==> src/rtl/mem_access_ctrl.sv <==
// MEM-stage data-memory access sequencer: req/ready handshake with pipeline freeze.
// Optional request timeout and sticky abort flag when MEM_TIMEOUT_EN is defined.
module mem_access_ctrl #(
  parameter int unsigned       DATA_W   = 32,
  parameter int unsigned       ADDR_W   = 32,
  parameter int unsigned       TIMEOUT  = 16,
  parameter logic [DATA_W-1:0] ERR_DATA = DATA_W'(32'hFFFF_FFFF)
) (
  input  logic              clk,
  input  logic              rst,
  input  logic              MEM_R_en_in,
  input  logic              MEM_W_en_in,
  input  logic [ADDR_W-1:0] ALU_result_in,
  input  logic [DATA_W-1:0] Val_Rm_in,
  input  logic              mem_ready,
  input  logic [DATA_W-1:0] mem_rdata,
  output logic              mem_req,
  output logic              mem_we,
  output logic [ADDR_W-1:0] mem_addr,
  output logic [DATA_W-1:0] mem_wdata,
  output logic              freeze,
  output logic [DATA_W-1:0] Mem_read_value,
  output logic              timeout_err
);

  typedef enum logic [1:0] {IDLE, REQ, DONE} state_t;

  state_t              state, state_nxt;
  logic                access;
  logic                req_nxt, we_nxt;
  logic [ADDR_W-1:0]   addr_nxt;
  logic [DATA_W-1:0]   wdata_nxt, rdv_nxt;

`ifdef MEM_TIMEOUT_EN
  localparam int unsigned CNT_W = $clog2(TIMEOUT + 1);
  logic [CNT_W-1:0] cnt, cnt_nxt;
  logic             terr, terr_nxt;
  assign timeout_err = terr;
`else
  assign timeout_err = 1'b0;
  // Timeout configuration is meaningless without the timeout feature.
  logic unused_cfg;
  assign unused_cfg = ^{ERR_DATA, 32'(TIMEOUT)};
`endif

  assign access = MEM_R_en_in | MEM_W_en_in;

  always_ff @(posedge clk or negedge rst) begin
    if (!rst) state <= IDLE;
    else      state <= state_nxt;
  end

  // Next state, freeze and next values of the registered memory-side outputs.
  always_comb begin
    state_nxt = state;
    req_nxt   = mem_req;
    we_nxt    = mem_we;
    addr_nxt  = mem_addr;
    wdata_nxt = mem_wdata;
    rdv_nxt   = Mem_read_value;
    freeze    = 1'b0;
`ifdef MEM_TIMEOUT_EN
    cnt_nxt   = cnt;
    terr_nxt  = terr;
`endif
    case (state)
      IDLE: begin
        if (access) begin
          freeze    = 1'b1;
          addr_nxt  = ALU_result_in;
          wdata_nxt = Val_Rm_in;
          we_nxt    = MEM_W_en_in;
          req_nxt   = 1'b1;
          state_nxt = REQ;
`ifdef MEM_TIMEOUT_EN
          cnt_nxt   = '0;
`endif
        end
      end
      REQ: begin
        freeze = 1'b1;
        if (mem_ready) begin
          req_nxt   = 1'b0;
          if (!mem_we) rdv_nxt = mem_rdata;
          state_nxt = DONE;
        end
`ifdef MEM_TIMEOUT_EN
        else if (cnt == CNT_W'(TIMEOUT - 1)) begin
          req_nxt   = 1'b0;
          terr_nxt  = 1'b1;
          if (!mem_we) rdv_nxt = ERR_DATA;
          state_nxt = DONE;
        end else begin
          cnt_nxt = cnt + CNT_W'(1);
        end
`endif
      end
      DONE:    state_nxt = IDLE;
      default: state_nxt = IDLE;
    endcase
  end

  always_ff @(posedge clk or negedge rst) begin
    if (!rst) begin
      mem_req        <= 1'b0;
      mem_we         <= 1'b0;
      mem_addr       <= '0;
      mem_wdata      <= '0;
      Mem_read_value <= '0;
`ifdef MEM_TIMEOUT_EN
      cnt            <= '0;
      terr           <= 1'b0;
`endif
    end else begin
      mem_req        <= req_nxt;
      mem_we         <= we_nxt;
      mem_addr       <= addr_nxt;
      mem_wdata      <= wdata_nxt;
      Mem_read_value <= rdv_nxt;
`ifdef MEM_TIMEOUT_EN
      cnt            <= cnt_nxt;
      terr           <= terr_nxt;
`endif
    end
  end

endmodule

==> config.mk <==
export PLATFORM = sky130hd
export DESIGN_NAME = mem_access_ctrl
export DESIGN_NICKNAME = d
export VERILOG_FILES = /design/src/rtl/mem_access_ctrl.sv
export SDC_FILE = /design/constraint.sdc
export NUM_CORES = 1
export LEC_CHECK = 0
export ABC_AREA = 0
export BUFFER_PORTS_ARGS = -buffer_cell sky130_fd_sc_hd__buf_2
export CAP_MARGIN = 30
export CORE_UTILIZATION = 45
export CTS_CLUSTER_SIZE = 16
export DETAILED_ROUTE_END_ITERATION = 10
export GPL_TIMING_DRIVEN = 1
export PLACE_DENSITY = 0.76
export SLEW_MARGIN = 10
export SYNTH_ARGS = -nofsm -noshare
export SYNTH_HDL_FRONTEND = slang
export SYNTH_SLANG_ARGS = --single-unit
==> constraint.sdc <==
create_clock -name clk -period 1.75 [get_ports clk]
set_clock_uncertainty 0.05 [all_clocks]
set_input_delay 0.2625 -clock clk [delete_from_list [all_inputs] [get_ports clk]]
set_output_delay 0.2625 -clock clk [all_outputs]
set_load 0.01 [all_outputs]
==> qor.txt, run 1 <==
Status = finished clean
M3 GR Usage = 0.0582
Vias in the first global route = 2544
Hold crit path type = in -> reg
GRT Total Usage = 0.178
Total CTS buffers = 9
Critical path endpoint category = register
GR Util met2 = 0.299
CTS sink cnt = 100
CP Data Required Time = 1.93 ns
Finished Layout Cells = 535
Arr. time, crit path = 1.84 ns
Synthesized instance count = 221
Reg-to-Reg End = Mem_read_value[4]$_DFFE_PN0P_
GP Congestion = 0.751
Critical-path cell list = and3b_1 -> nor2b_4 -> buf_12 -> mux2_4
1st-iter DRT viols = 34
Yosys cell types = 19
Final setup viols = 0
Final WL = 8220 um
H-Tree Depth = 3
M1 GR Usage = 0.214
Fin crit period = 1.66 ns
Hold depth = 2
Global-route wire length before repair = 12300 um
DRC viols = 0
CTS tree = done
Pwr Density = 1780 nW/um^2
Clock buffer depth = 2
Path type of the worst setup path = reg -> reg
Top cell type's share of synthesized area = 0.637
Inst Count DP = 519
Core area = 8340 um^2
Final Hold Slack = 0.0724 ns
Final core utilization = 0.626
Final Hold Violating Endpoints = 0
Fmax = 604 MHz
Drt wl/cell = 15.4 um
Critical Path Max Stage Delay = 0.43 ns
Commonest cells in the netlist = 100 x dfrtp_1, 66 x mux2_2, 30 x mux2_4, 6 x buf_6, 3 x buf_12
Sequential cell area fraction in the yosys report = 0.637
Root buf cell = clkbuf_8
CP max-delay cell = dfrtp_1
Synthesized flop and latch total = 100
Mapped Nets = 322
Post-synth ARST share = 1.00
Max_cap viols = 0
Post-synth EDFFs = 0
Critical Path Fanout Max = 20
VDD IR-drop max = 0.770 mV
Post-Syn Area per Cell = 17.8 um^2
Largest net degree at the start of global routing = 91
RSZ-0062 raised after global routing = no
Post-synth top area cell = dfrtp_1
Layout Area Growth over Synthesis = 32.8%
Ys Warns = 0
Vias post-DR = 2571
Primary FF master, synth = dfrtp_1
Initial Utilization = 0.471
Die W = 95.5 um
Reg clk slew, reported paths = 0.09 ns
Post-CTS Setup Bufs = 0
IO Pins = 201
Drt pass-1 iters = 4
Startpoint Class = register
Avg Vias per Cell = 4.81
Synth top area cells = dfrtp_1 64%, mux2_2 19%, mux2_4 11%, buf_6 1.7%, buf_12 1.5%
Final period util = 0.947
Most common cell in the netlist = dfrtp_1
Port bufs = 199
PostCTS Resize Cnt = 0
Fillers = 652
Initial antenna violation count = 0
Die height = 95.5 um
Inserted Diodes = 0
Lkg Pwr = 2.60 nW
Reg2Reg Depth = 4
Mapped Area = 3930 um^2
Setup_tns = 0 ns
Skew-Pair Late Insertion Delay = 0.35 ns
WHS Endpoint = state[0]$_DFFE_PN0P_
Total Die Area = 9110 um^2
Hold Crit Start = mem_ready
Start of the worst register-to-register path = state[1]$_DFFE_PN0P_
Floorplan row count = 33
Busiest grt layer = met2
Detailed placement HPWL = 6210 um
Grt ovf = 0
Final net count = 527
Flop-to-flop setup slack = 0.09 ns
Max-slew violation total from the final report = 0
Layout cells sized above 1 = 0.737
Final ANT Viol Nets = 0
==> area by class of cell <==
type	instances	area, um^2	share of cell area
clock buffers	12	155	0.0297
clock inverters	3	46.3	0.00887
multi-input cells	109	1280	0.246
flip-flops and latches	100	2500	0.479
well taps	105	131	0.0252
repair buffers	206	1100	0.211
==> cell usage in the layout (no fill, tap or decap), types with 2 or more instances in the layout <==
cell type,count
dfrtp_1,100
buf_12,4
clkbuf_8,11
buf_4,3
mux2_2,66
mux2_4,30
nor2_1,2
buf_2,198
==> timing repair <==
item / 4_1_cts / 5_1_grt
hold endpoints to repair: 10 / 0
hold buffers: 1 / 0
setup endpoints to repair: 0 / 0
==> metal layers <==
layer | vias up | share of wire
met4 | 0 | 0.0096
li1 | 1182 | -
met3 | 7 | 0.098
met1 | 1261 | 0.40
met2 | 121 | 0.49
met5 | - | 0
==> through the flow <==
| step | total power, mW | area [um^2] | setup slack, ns |
|---|---|---|---|
| 6_report | 9.32 | 5220 | 0.0936 |
| 5_1_grt | 9.94 | 5220 | 0.0175 |
| 4_1_cts | 9.46 | 5220 | 0.0919 |
| 3_5_place_dp | 7.96 | 5010 | 0.110 |
| 3_3_place_gp | 7.78 | 5010 | 0.162 |
| 2_1_floorplan | 6.35 | 3930 | 0.235 |
==> worst max-delay path by stage <==
stage | from | end | slack, ns | cells after the start
finish | state[1]$_DFFE_PN0P_ | Mem_read_value[4]$_DFFE_PN0P_ | 0.09 | 4
detailed placement | state[1]$_DFFE_PN0P_ | Mem_read_value[1]$_DFFE_PN0P_ | 0.11 | 4
floorplan | state[0]$_DFFE_PN0P_ | mem_addr[0]$_DFFE_PN0P_ | 0.23 | 5
global placement | state[0]$_DFFE_PN0P_ | mem_wdata[22]$_DFFE_PN0P_ | 0.16 | 4
global route | state[0]$_DFFE_PN0P_ | mem_addr[0]$_DFFE_PN0P_ | 0.02 | 4
CTS | state[1]$_DFFE_PN0P_ | Mem_read_value[16]$_DFFE_PN0P_ | 0.09 | 4
==> report_power, final <==
group	internal (mW)	switching, mW
Combinational	2.15	1.67
Sequential	3.45	0.576
Clock	0.736	0.743
==> logic make-up after synthesis <==
| group | after synthesis | synth area share |
|---|---|---|
| other | 1 | 0.000954 |
| flip-flops | 100 | 0.637 |
| AO/OA/AOI/OAI | 4 | 0.00828 |
| multiplexers | 96 | 0.304 |
| AND/OR/NAND/NOR | 8 | 0.0130 |
| buffers and inverters | 12 | 0.0376 |
==> critical path, delay by kind of cell (launching register included) <==
kind | cells | cell delay [ns]
buf+inv | 1 | 0.23
flops | 1 | 0.43
simple gates | 2 | 0.51
mux | 1 | 0.31
==> registers in the layout (all words and copies together), names as in the netlist <==
| signal | count |
|---|---|
| mem_addr | 32 |
| mem_req | 1 |
| mem_wdata | 32 |
| state | 2 |
| Mem_read_value | 32 |
| mem_we | 1 |
Power figures use the tool's default switching activity.
==> run 2: changes to the inputs <==
--- a/config.mk
+++ b/config.mk
@@ -13,6 +13,7 @@
 export DETAILED_ROUTE_END_ITERATION = 10
 export GPL_TIMING_DRIVEN = 1
 export PLACE_DENSITY = 0.76
+export RECOVER_POWER = 100
 export SLEW_MARGIN = 10
 export SYNTH_ARGS = -nofsm -noshare
 export SYNTH_HDL_FRONTEND = slang
==> run 2 against run 1 <==
  * Routed wire length grew 0.23%
  * Sequential share of layout area increased by 1.5 points
  * Global-route usage unchanged
  * Utilization down 1.9 points
  * Critical endpoint unchanged
  * Count of clock-buffer cells in the layout unchanged
  * Sequential cell count unchanged
==> qor.txt, run 2 (same netlist as run 1, synthesis figures left out) <==
Status = finished clean
Reg clk slew, reported paths = 0.09 ns (about the same)
Port bufs = 199 (unchanged)
Critical path endpoint category = register
Most common cell after layout, fill and taps aside = clkbuf_1
Pwr Density = 1770 nW/um^2 (-0.89%)
CTS tree = done
Root buf cell = clkbuf_8
Vias in the first global route = 2544 (unchanged)
Final Hold Violating Endpoints = 0 (unchanged)
Arr. time, crit path = 1.83 ns (about the same)
Die W = 95.5 um (unchanged)
Final net count = 527 (unchanged)
GRT Total Usage = 0.178 (unchanged)
Fin crit period = 1.65 ns (-0.00283 ns)
Hold crit path type = in -> reg
Detailed placement HPWL = 6210 um (unchanged)
Inserted Diodes = 0 (unchanged)
Critical-path cell list = and3b_1 -> nor2b_4 -> buf_12 -> mux2_4
Worst-Margin Slew = 0.684 ns
CP Data Required Time = 1.93 ns (about the same)
PostCTS Resize Cnt = 0 (unchanged)
Total Die Area = 9110 um^2 (unchanged)
Grt ovf = 0 (unchanged)
Floorplan row count = 33 (unchanged)
Start of the worst register-to-register path = state[1]$_DFFE_PN0P_
Post-CTS Setup Bufs = 0 (unchanged)
Critical Path Fanout Max = 20 (unchanged)
H-Tree Depth = 3 (unchanged)
Hold Crit Start = mem_ready
Largest net degree at the start of global routing = 91 (unchanged)
Final ANT Viol Nets = 0 (unchanged)
Startpoint Class = register
Fillers = 716 (+9.8%)
Global-route wire length before repair = 12300 um (unchanged)
Layout cells sized above 1 = 0.486 (-0.251)
1st-iter DRT viols = 31 (-8.8%)
Fmax = 605 MHz (+0.17%)
DRC viols = 0 (unchanged)
Initial antenna violation count = 0 (unchanged)
Core area = 8340 um^2 (unchanged)
Final WL = 8230 um (+0.23%)
Cell Area, Placed = 5010 um^2 (unchanged)
Lkg Pwr = 2.30 nW (-12%)
Vias post-DR = 2573 (+0.078%)
Skew-Pair Late Insertion Delay = 0.35 ns (about the same)
Most frequent cells in the layout = 101 x clkbuf_1, 100 x dfrtp_1, 99 x buf_2, 66 x mux2_2, 22 x mux2_4
VDD IR-drop max = 0.738 mV (-4.2%)
CP max-delay cell = dfrtp_1
Drt pass-1 iters = 4 (unchanged)
Total CTS buffers = 9 (unchanged)
Critical Path Max Stage Delay = 0.43 ns (about the same)
Drt wl/cell = 15.4 um (+0.23%)
IO Pins = 201 (unchanged)
Avg Vias per Cell = 4.81 (about the same)
Path type of the worst setup path = reg -> reg
Max-slew violation total from the final report = 0 (unchanged)
Final period util = 0.945 (-0.00162)
Final setup viols = 0 (unchanged)
Initial Utilization = 0.471 (unchanged)
Max_cap viols = 0 (unchanged)
CP bufs+invs = 1 (unchanged)
GP Congestion = 0.751 (unchanged)
Die height = 95.5 um (unchanged)
RSZ-0062 raised after global routing = no
Setup_tns = 0 ns (unchanged)
Slew headroom = 0.544
CTS sink cnt = 100 (unchanged)
Clock buffer depth = 2 (unchanged)
Crit path from = state[1]$_DFFE_PN0P_
Fin area = 5060 um^2 (-3.1%)
Crit path max-delay family = simple AND/OR/NAND/NOR gates
Layout Area Growth over Synthesis = 28.7%
Largest regs = Mem_read_value: 32 flops, mem_addr: 32 flops, mem_wdata: 32 flops
run 2: report_power, final:
part	total (mW)	internal (mW)	switching, mW
sequential	4.06	3.45	0.606
clock	1.48	0.736	0.747
combinational	3.41	1.75	1.67
total	8.95	5.93	3.02
run 2: routing by layer:
layer  track usage  vias up  part of all wire
li1              -     1185                 -
met1         0.214     1262              0.40
met2         0.299      119              0.49
met3        0.0582        7             0.096
met4        0.0672        0            0.0096
met5             0        -                 0
run 2: through the flow:
stage / power, mW / worst slack, ns / utilization / hold slack [ns] / cells
floorplan: 6.35 / 0.235 / - / -0.0831 / 221
global placement: 7.78 / 0.162 / 0.601 / 0.0582 / 519
detailed placement: 7.96 / 0.110 / 0.601 / 0.0617 / 519
CTS: 9.46 / 0.0919 / 0.626 / 0.0568 / 535
global route: 9.56 / 0.0175 / 0.607 / 0.0499 / 535
finish: 8.95 / 0.0964 / 0.607 / 0.0707 / 535
run 2: layout make-up:
class                      count  area (um^2)  area share
tap                          105          131      0.0260
timing repair buffer         206          973       0.192
multi-input combinational    109         1250       0.247
clock buffer                  12          155      0.0307
clock inverter                 3         46.3     0.00915
sequential                   100         2500       0.494
run 2: final timing paths:
path                       cells after the start  slack (ns)                              to
setup / recovery                               4         0.1   Mem_read_value[4]$_DFFE_PN0P_
hold / removal                                 2        0.07            state[0]$_DFFE_PN0P_
setup reg to reg                               4         0.1   Mem_read_value[4]$_DFFE_PN0P_
hold reg to reg                                1        0.44  Mem_read_value[24]$_DFFE_PN0P_
max in group asynchronous                      3        0.31       mem_wdata[13]$_DFFE_PN0P_
min in group asynchronous                      2        0.41   Mem_read_value[7]$_DFFE_PN0P_
run 2: timing repair:
| action | CTS | global route |
|---|---|---|
| hold endpoints to repair | 10 | 0 |
| endpoints found under the setup margin | 0 | 0 |
| hold buffers | 1 | 0 |
==> run 3: changes to the inputs <==
==> constraint.sdc (replaced) <==
create_clock -name clk -period 1.75 [get_ports clk]
set_clock_uncertainty 0.05 [all_clocks]
set_input_delay 0.2625 -clock clk [delete_from_list [all_inputs] [get_ports clk]]
set_output_delay 0.2625 -clock clk [all_outputs]
set_load 0.02 [all_outputs]
==> run 3 against run 2 <==
  * First-iteration DRC count stayed put
  * Sequential cell count stayed put
  * Worst hold slack hardly changed
  * Register-to-register slack hardly changed
  * Critical endpoint unchanged
  * Largest cell class unchanged
  * Largest power group is now combinational cells
  * Highest routed layer unchanged
==> qor.txt, run 3 (same netlist as run 1, synthesis figures left out) <==
Floorplan row count = 33 (unchanged)
Inserted Diodes = 0 (unchanged)
Crit path from = state[1]$_DFFE_PN0P_
1st-iter DRT viols = 31 (unchanged)
Critical Path Fanout Max = 20 (unchanged)
Clock buffer depth = 2 (unchanged)
Grt ovf = 0 (unchanged)
Skew-Pair Late Insertion Delay = 0.35 ns (about the same)
Initial antenna violation count = 0 (unchanged)
Vias post-DR = 2573 (unchanged)
RSZ-0062 raised after global routing = no
GRT Total Usage = 0.178 (unchanged)
Fin crit period = 1.65 ns (-0.00000110 ns)
Crit path to = Mem_read_value[4]$_DFFE_PN0P_
Layout cells sized above 1 = 0.488 (+0.00233)
CP Data Required Time = 1.93 ns (about the same)
Cell Area, Placed = 5010 um^2 (unchanged)
Pwr Density = 1950 nW/um^2 (+10%)
Fin area = 5060 um^2 (about the same)
Critical-path cell list = and3b_1 -> nor2b_4 -> buf_12 -> mux2_4
Layout Area Growth over Synthesis = 28.8% (about the same)
Sequential cell area = 2500 um^2 (unchanged)
Reg-to-Reg End = Mem_read_value[4]$_DFFE_PN0P_
Flop-to-flop setup slack = 0.1 ns (about the same)
Root buf cell = clkbuf_8
Max-slew violation total from the final report = 0 (unchanged)
Most frequent cells in the layout = 100 x dfrtp_1, 100 x clkbuf_1, 99 x buf_2, 66 x mux2_2, 22 x mux2_4
Startpoint Class = register
Largest regs = Mem_read_value: 32 flops, mem_addr: 32 flops, mem_wdata: 32 flops
Pwr Total = 9.85 mW (+10%)
Largest net degree at the start of global routing = 91 (unchanged)
Avg Vias per Cell = 4.81 (unchanged)
Multi-input gate area = 1250 um^2 (unchanged)
Critical path endpoint category = register
Status = finished clean
VDD IR-drop max = 0.835 mV (+13%)
Path type of the worst setup path = reg -> reg
CP bufs+invs = 1 (unchanged)
Post-CTS Setup Bufs = 0 (unchanged)
CTS sink cnt = 100 (unchanged)
Detailed placement HPWL = 6210 um (unchanged)
Drt pass-1 iters = 4 (unchanged)
Total Die Area = 9110 um^2 (unchanged)
Final period util = 0.945 (about the same)
Die W = 95.5 um (unchanged)
Total CTS buffers = 9 (unchanged)
Arr. time, crit path = 1.83 ns (about the same)
Reg2Reg Depth = 4 (unchanged)
CTS tree = done
Port bufs = 199 (unchanged)
Max_cap viols = 0 (unchanged)
Lkg Pwr = 2.30 nW (+0.12%)
Cell count along the critical path = 4 (unchanged)
CP max-delay cell = dfrtp_1
Start of the worst register-to-register path = state[1]$_DFFE_PN0P_
GP Congestion = 0.751 (unchanged)
Final ANT Viol Nets = 0 (unchanged)
PostCTS Resize Cnt = 0 (unchanged)
H-Tree Depth = 3 (unchanged)
Critical Path Max Stage Delay = 0.43 ns (about the same)
Vias in the first global route = 2544 (unchanged)
Hold crit path type = in -> reg
Global-route wire length before repair = 12300 um (unchanged)
Worst-Margin Slew = 0.684 ns (unchanged)
Die height = 95.5 um (unchanged)
Fillers = 715 (-0.14%)
Slew headroom = 0.544 (unchanged)
CTS hold repair buffers = 1 (unchanged)
DRC viols = 0 (unchanged)
Final Hold Violating Endpoints = 0 (unchanged)
Final net count = 527 (unchanged)
Reg clk slew, reported paths = 0.09 ns (about the same)
Drt wl/cell = 15.4 um (unchanged)
IO Pins = 201 (unchanged)
Core area = 8340 um^2 (unchanged)
Final WL = 8230 um (unchanged)
Final setup viols = 0 (unchanged)
Initial Utilization = 0.471 (unchanged)
Setup_tns = 0 ns (unchanged)
Crit path max-delay family = simple AND/OR/NAND/NOR gates
Fmax = 605 MHz (about the same)
Final core utilization = 0.607 (about the same)
## run 3: cell counts in the layout (fill, tap and decap cells not counted)
Identical to the previous run, type by type.
## run 3: worst min path at each step
stage              start                       endpoint  slack (ns)  cells past startpoint
2_1_floorplan        rst  Mem_read_value[0]$_DFFE_PN0P_       -0.08                      0
3_3_place_gp         rst  Mem_read_value[3]$_DFFE_PN0P_        0.06                      1
3_5_place_dp         rst  Mem_read_value[4]$_DFFE_PN0P_        0.06                      1
4_1_cts        mem_ready           state[0]$_DFFE_PN0P_        0.06                      2
5_1_grt        mem_ready           state[0]$_DFFE_PN0P_        0.05                      2
6_report       mem_ready           state[0]$_DFFE_PN0P_        0.07                      2
## run 3: area by class of cell
cell class | count | area share
Sequential cell | 100 | 0.494
Tap cell | 105 | 0.0260
Clock inverter | 3 | 0.00914
Clock buffer | 12 | 0.0306
Timing Repair Buffer | 206 | 0.193
Multi-Input combinational cell | 109 | 0.247
## run 3: worst reg2reg max path: cells and delay by family (launching register included)
| family | cells | cell delay (ns) |
|---|---|---|
| buf+inv | 1 | 0.23 |
| flops | 1 | 0.43 |
| mux | 1 | 0.32 |
| simple gates | 2 | 0.51 |
## run 3: through the flow
step	std cells	setup WS, ns	hold WS, ns
after floorplan	221	0.235	-0.0831
after detailed placement	519	0.110	0.0617
final	535	0.0964	0.0707
after global placement	519	0.162	0.0582
after CTS	535	0.0919	0.0568
after global routing	535	0.0175	0.0499
## run 3: per-layer routing
layer,track usage,vias up,part of all wire
li1,-,1185,-
met1,0.214,1262,0.40
met3,0.0582,7,0.096
met5,0,-,0
met2,0.299,119,0.49
met4,0.0672,0,0.0096
## run 3: report_power, final
part	leakage [nW]	switching, mW	internal [mW]
Combinational	1.03	2.56	1.75
Clock	0.0987	0.747	0.736
Sequential	1.17	0.606	3.45
